--- config.mk ---
export PLATFORM = sky130hd
export DESIGN_NAME = banco_reg_entrada_param
export DESIGN_NICKNAME = d
export VERILOG_FILES = /design/src/rtl/banco_reg_entrada_param.sv
export SDC_FILE = /design/constraint.sdc
export NUM_CORES = 1
export LEC_CHECK = 0
export BUFFER_PORTS_ARGS = -buffer_cell sky130_fd_sc_hd__buf_2
export CAP_MARGIN = 20
export CORE_MARGIN = 4
export CORE_UTILIZATION = 40
export DETAILED_ROUTE_END_ITERATION = 8
export SLEW_MARGIN = 30
export SYNTH_ARGS = -nofsm -noshare
export SYNTH_HDL_FRONTEND = slang
export SYNTH_SLANG_ARGS = --single-unit
--- constraint.sdc ---
create_clock -name clk -period 1.6 [get_ports clk]
set_input_delay 0.16 -clock clk [delete_from_list [all_inputs] [get_ports clk]]
set_output_delay 0.16 -clock clk [all_outputs]
set_load 0.005 [all_outputs]
--- src/rtl/banco_reg_entrada_param.sv ---
// Input register bank for the PicoBlaze INPUT port: data/keyboard registers,
// sticky clear-on-read event flags, interrupt request and a registered read mux.
module banco_reg_entrada_param #(
    parameter int                DATA_W    = 8,
    parameter int                N_DATA    = 11,
    parameter int                ADDR_W    = 8,
    parameter logic [ADDR_W-1:0] BASE_ADDR = '0
) (
    input  logic              clk,
    input  logic              reset,
    input  logic [DATA_W-1:0] entrada,
    input  logic [N_DATA-1:0] wr_en,
    input  logic              irq,
    input  logic              ready,
    input  logic              new_data,
    input  logic [DATA_W-1:0] data_teclado,
    input  logic [ADDR_W-1:0] port_id,
    input  logic              read_strobe,
    output logic [DATA_W-1:0] in_port,
    output logic              interrupt,
    input  logic              interrupt_ack
);

    // Reject configurations whose register map does not fit the port space.
    generate
        if (N_DATA < 1 || N_DATA > 64) begin : g_bad_n_data
            $error("banco_reg_entrada_param: N_DATA must be in 1..64");
        end
        if (DATA_W < 4) begin : g_bad_data_w
            $error("banco_reg_entrada_param: DATA_W must hold the 4 status bits");
        end
        if ((longint'(BASE_ADDR) + longint'(N_DATA) + 64'sd1) >
            ((64'sd1 <<< ADDR_W) - 64'sd1)) begin : g_bad_map
            $error("banco_reg_entrada_param: register map exceeds port_id range");
        end
    endgenerate

    logic              irq_hist_q, ready_hist_q, new_hist_q;
    logic              rise_irq, rise_ready, rise_new;
    logic [ADDR_W-1:0] rd_off;
    logic              clr_stat, clr_key;

    logic [DATA_W-1:0] data_q [N_DATA];
    logic [DATA_W-1:0] data_d [N_DATA];
    logic [DATA_W-1:0] key_q, key_d;
    logic [DATA_W-1:0] in_port_q, rd_mux;
    logic              irq_f_q, irq_f_d;
    logic              ready_f_q, ready_f_d;
    logic              new_f_q, new_f_d;
    logic              ovf_f_q, ovf_f_d;
    logic              int_q, int_d;

    assign rise_irq   = irq      & ~irq_hist_q;
    assign rise_ready = ready    & ~ready_hist_q;
    assign rise_new   = new_data & ~new_hist_q;

    assign rd_off   = port_id - BASE_ADDR;
    assign clr_stat = read_strobe && (rd_off == ADDR_W'(0));
    assign clr_key  = read_strobe && (rd_off == ADDR_W'(1));

    always_comb begin
        for (int i = 0; i < N_DATA; i++) begin
            data_d[i] = wr_en[i] ? entrada : data_q[i];
        end
        key_d = rise_new ? data_teclado : key_q;
    end

    // A set arriving together with its clear wins, so no event is lost.
    always_comb begin
        irq_f_d   = rise_irq   | (irq_f_q   & ~clr_stat);
        ready_f_d = rise_ready | (ready_f_q & ~clr_stat);
        new_f_d   = rise_new   | (new_f_q   & ~clr_key);
        ovf_f_d   = (rise_new & new_f_q & ~clr_key) | (ovf_f_q & ~clr_key);
        int_d     = rise_irq   | (int_q     & ~interrupt_ack);
    end

    always_comb begin
        rd_mux = '0;
        if (rd_off == ADDR_W'(0)) begin
            rd_mux[3:0] = {ovf_f_q, new_f_q, ready_f_q, irq_f_q};
        end
        if (rd_off == ADDR_W'(1)) begin
            rd_mux = key_q;
        end
        for (int i = 0; i < N_DATA; i++) begin
            if (rd_off == ADDR_W'(i + 2)) begin
                rd_mux = data_q[i];
            end
        end
    end

    // History resets high so a level already asserted at reset is not an event.
    always_ff @(posedge clk or negedge reset) begin
        if (!reset) begin
            irq_hist_q   <= 1'b1;
            ready_hist_q <= 1'b1;
            new_hist_q   <= 1'b1;
            for (int i = 0; i < N_DATA; i++) begin
                data_q[i] <= '0;
            end
            key_q     <= '0;
            in_port_q <= '0;
            irq_f_q   <= 1'b0;
            ready_f_q <= 1'b0;
            new_f_q   <= 1'b0;
            ovf_f_q   <= 1'b0;
            int_q     <= 1'b0;
        end else begin
            irq_hist_q   <= irq;
            ready_hist_q <= ready;
            new_hist_q   <= new_data;
            for (int i = 0; i < N_DATA; i++) begin
                data_q[i] <= data_d[i];
            end
            key_q     <= key_d;
            in_port_q <= rd_mux;
            irq_f_q   <= irq_f_d;
            ready_f_q <= ready_f_d;
            new_f_q   <= new_f_d;
            ovf_f_q   <= ovf_f_d;
            int_q     <= int_d;
        end
    end

    assign in_port   = in_port_q;
    assign interrupt = int_q;

endmodule

### Word-level counts from Yosys, hierarchy flattened

Cells that the tools add are included.

* register bits: 112
* output and inout bits: 9
* word-level logic and storage cells: 70

* equal/unequal tests: 12
* mux-type cells: 13
* bitwise logic cells: 21
* reductions and logical operators: 3

Operator list (count)
* 2-to-1 mux 8 bit: 12
* equality test 8 x 4 -> 1 bit, second input constant: 5
* equality test 8 x 3 -> 1 bit, second input constant: 4
* equality test 8 x 2 -> 1 bit, second input constant: 2
* bitwise AND 1 bit: 10
* equality test 8 x 1 -> 1 bit, second input constant: 1
* zero test 8 bit: 1
* inverter 1 bit: 6
* OR 1 bit: 5
* 2-to-1 mux 4 bit: 1
* logical AND 1 bit: 2

### Logic depth before layout (Yosys ltp)

* depth in word-level cells: 14
* depth in mapped cells: 8
* mapped depth without buffers: 5

### Worst setup path after synthesis

OpenSTA, ideal clock, no wires.

* kind: input to register
* from: in port_id[1]
* to: reg in_port_q[0] (netlist: in_port[0])
* data arrival time: 1399 ps
* data required time: 1469 ps
* setup slack: 71 ps
* stages: 6
* buffers on the path: 1
* cells stage by stage: buf_2 or4b_2 o221ai_1 a21oi_1 a21oi_1 a21oi_1

* cells in the longest elaborated chain, start to end: 14
* elaborated cells on any way between the ends: 26
* classes of those cells: eq/ne (12); mux (13); reduce/logical (1)

RTL lines
* from (decl): RTL line 17 `input logic [ADDR_W-1:0] port_id,`
* zero test 8 bit: RTL line 79 `if (rd_off == ADDR_W'(0)) begin`
* 2-to-1 mux 4 bit: RTL line 79
* 2-to-1 mux 8 bit: RTL line 82 `if (rd_off == ADDR_W'(1)) begin`
* 2-to-1 mux 8 bit (10 in a row): RTL line 86 `if (rd_off == ADDR_W'(i + 2)) begin`
* 2-to-1 mux 8 bit (*): RTL line 86
* net rd_mux[0]: RTL line 46 `logic [DATA_W-1:0] in_port_q, rd_mux;`
* to (signal assigned): RTL line 116 `in_port_q <= rd_mux;`
* to (decl): RTL line 46

Mark *: on every way through the listed nets, which the timed path passes. The rest lies on a longest branch.
A chain may end at the register's enable or synchronous reset.

### Worst setup path after layout

* from: reg data_q[73] (netlist bit)
* to: reg in_port_q[1] (netlist: in_port[1])

* cells in the longest elaborated chain, start to end: 10

RTL lines
* from (decl): RTL line 43 `logic [DATA_W-1:0] data_q [N_DATA];`
* from (signal, indexed assignment): RTL line 113 `data_q[i] <= data_d[i];`
* 2-to-1 mux 8 bit (10 in a row): RTL line 86
* net rd_mux[1]: RTL line 46

The timed path passes the listed nets, and every way through them passes these cells.

==> flow_summary.ini <==
[run_status]
status = finished, final reports clean

[yosys]
yosysMostFrequentCell = dfrtp_1
synth_seq_cells = 112
synth_edf_count = 0
syn-cell-area_sq_mm = 0.00509
synth_top_cell_by_area = dfrtp_1
synth_cell_types = 41
synth_nets = 442
yosys_warnings = 0
synth.yosys.seq_area_share = 0.551
async_reset_ff_frac = 1.00
synthTopCellsByCount = dfrtp_1, mux2_2, a21oi_1
synthTopCellsByArea = dfrtp_1, mux2_2, mux2i_1, a21oi_1, o21ai_0
avgSynthCellArea_sq_um = 12.7
synthFlopType = dfrtp_1
synthCells = 400
synth_top_area_share = 0.536

[clock_network]
cts_made_buffers = 9
cts_max_level = 3
cts_tree = done
cts.path.max_buffers = 2
cts_setup_buffers = 0
cts_root_buffer = clkbuf_16
worstSkewPairLatency_ns = 0.35
clkSinkCount = 112
path_clk_slew_ns = 0.07

[global_route]
grt_pass1_wl_um = 19600
grt_pass1_vias = 3523
grt_max_degree = 40
track_usage = 0.175
overflow = 0
antenna_found_initial = 0

[floorplan]
start_util = 0.417
core_area_sq_mm = 0.0122
dieArea_sq_mm = 0.0146
die_w_um = 121
die_h_um = 121
io_pins = 51
std_cell_rows = 40

[routing]
num_vias = 3397
drt-initial-drc-count = 192
viasPerCell = 5.39
firstDrtPassIters = 4
ant_nets = 0
drt-total-wl_um = 12200
wl_per_cell_um = 19.3
drcViolationCount = 0

[sta]
clock_skew_ns = 0.00496
setup_viol = 0
slew_violations = 0
worst_pin_slew_ns = 0.535
max_slew_margin = 0.642
min_period_ns = 1.41
fin_hold_ws_ns = 0.0408
finalCritPeriodShare = 0.878
fmax_mhz = 712
rsz0062_at_grt = no
finalWorstSetupSlack_ns = 0.195
finalHoldViolCount = 0
finalSetupTns_ns = 0

[power]
ir_worst_vdd_mv = 0.485
p_per_area_mw_per_mm2 = 1060
p_leak_uw = 0.00256

[worst_setup_path]
crit_chain = mux2i_1 -> nor3_1 -> a2111o_1 -> a21oi_1 -> a211oi_1
crit_slowest_cell = dfrtp_1
cp_slowest_stage_delay_ns = 0.38
reg2reg_depth = 5
arrival_ns = 1.62
crit_path_start_kind = register
rr_startpoint = data_q[73]$_DFFE_PN0P_
end_kind = register
reg2reg_to = in_port[1]$_DFF_PN0_
r2r_setup_slack_ns = 0.19
critPathKind = register to register
crit_fanout = 2
crit_required_ns = 1.82

[placed_design]
gp_congestion = 0.831
dp_cells = 609
pre_cts_ws_ns = -0.0538
io_buffers = 50
place.detailed.hpwl_um = 8870

[worst_hold_path]
min_to = key_q[3]$_DFFE_PN0P_
hold_path_depth = 2
min-delay-start = data_teclado[3]
min_path_type = input port to register

[final_layout]
largest_reg_flops = 88
final_util = 0.492
areaGrowthSynthToFinish_pct = 18.0
drive_gt1_frac = 0.446
top_register = data_q
diodes = 0
nets = 499
stdcell_count = 630

[run]
maxCapViolCount = 0
## through the flow
stage / area, sq um / power (uW)
after global placement: 5650 / 4090
after floorplan: 5090 / 3770
after global routing: 6010 / 6620
final: 6010 / 6370
after detailed placement: 5650 / 4120
after CTS: 6010 / 6420
## critical path, delay by kind of cell (launching register included)
family          cells  cell delay [ns]
compound gates      3             0.64
flops               1             0.38
mux                 1             0.19
simple gates        1             0.07
## power breakdown
group          switching (uW)  internal (uW)
Combinational             406            430
Sequential                133           3100
Clock                    1000           1300
Total                    1540           4830
## cells in the final DEF (no fill, tap or decap), types with 3 or more instances in the layout
| master | count |
|---|---|
| nand2b_1 | 7 |
| dlygate4sd3_1 | 5 |
| inv_1 | 8 |
| clkbuf_16 | 9 |
| nand4_1 | 5 |
| buf_4 | 21 |
| o22ai_1 | 10 |
| buf_2 | 49 |
| dfrtp_1 | 109 |
| mux2_2 | 107 |
| o221ai_1 | 4 |
| nand2_1 | 12 |
| nor2_1 | 5 |
| mux2i_1 | 13 |
| dfstp_2 | 3 |
| buf_12 | 4 |
| nor3_1 | 6 |
| nor2b_1 | 3 |
| o21ai_0 | 18 |
| a21oi_1 | 25 |
## cells by family after synthesis
logic type,count (synthesis),synth area share
simple gates,49,0.0563
compound gates,77,0.0936
buf+inv,41,0.0324
flops,112,0.551
mux,121,0.267
## per-layer routing
layer	track usage	part of all wire
met4	0.0588	0.016
met5	0	0
met1	0.246	0.46
met2	0.280	0.49
met3	0.0234	0.027
## repair_timing
action                     4_1_cts  5_1_grt
hold endpoints to repair        91        0
gates resized for setup          0        1
setup endpoints to repair        0        9
hold buffers                     5        0
## how the worst max path moves through the flow
stage / startpoint / end / cells after the start
floorplan: port_id[1] / in_port[0]$_DFF_PN0_ / 6
global placement: port_id[0] / in_port[1]$_DFF_PN0_ / 7
detailed placement: port_id[5] / in_port[6]$_DFF_PN0_ / 5
CTS: new_hist_q$_DFF_PN1_ / key_q[0]$_DFFE_PN0P_ / 2
global route: data_q[73]$_DFFE_PN0P_ / in_port[1]$_DFF_PN0_ / 5
finish: data_q[73]$_DFFE_PN0P_ / in_port[1]$_DFF_PN0_ / 5
## cell type report
class	count	area [sq um]
inverters	8	30.0
flip-flops and latches	112	2810
clock inverters	4	51.3
fillers	1158	6200
multi-input cells	247	2120
well taps	168	210
repair buffers	79	533
clock buffers	12	256
Note: power is estimated with default switching activity, not from simulation.
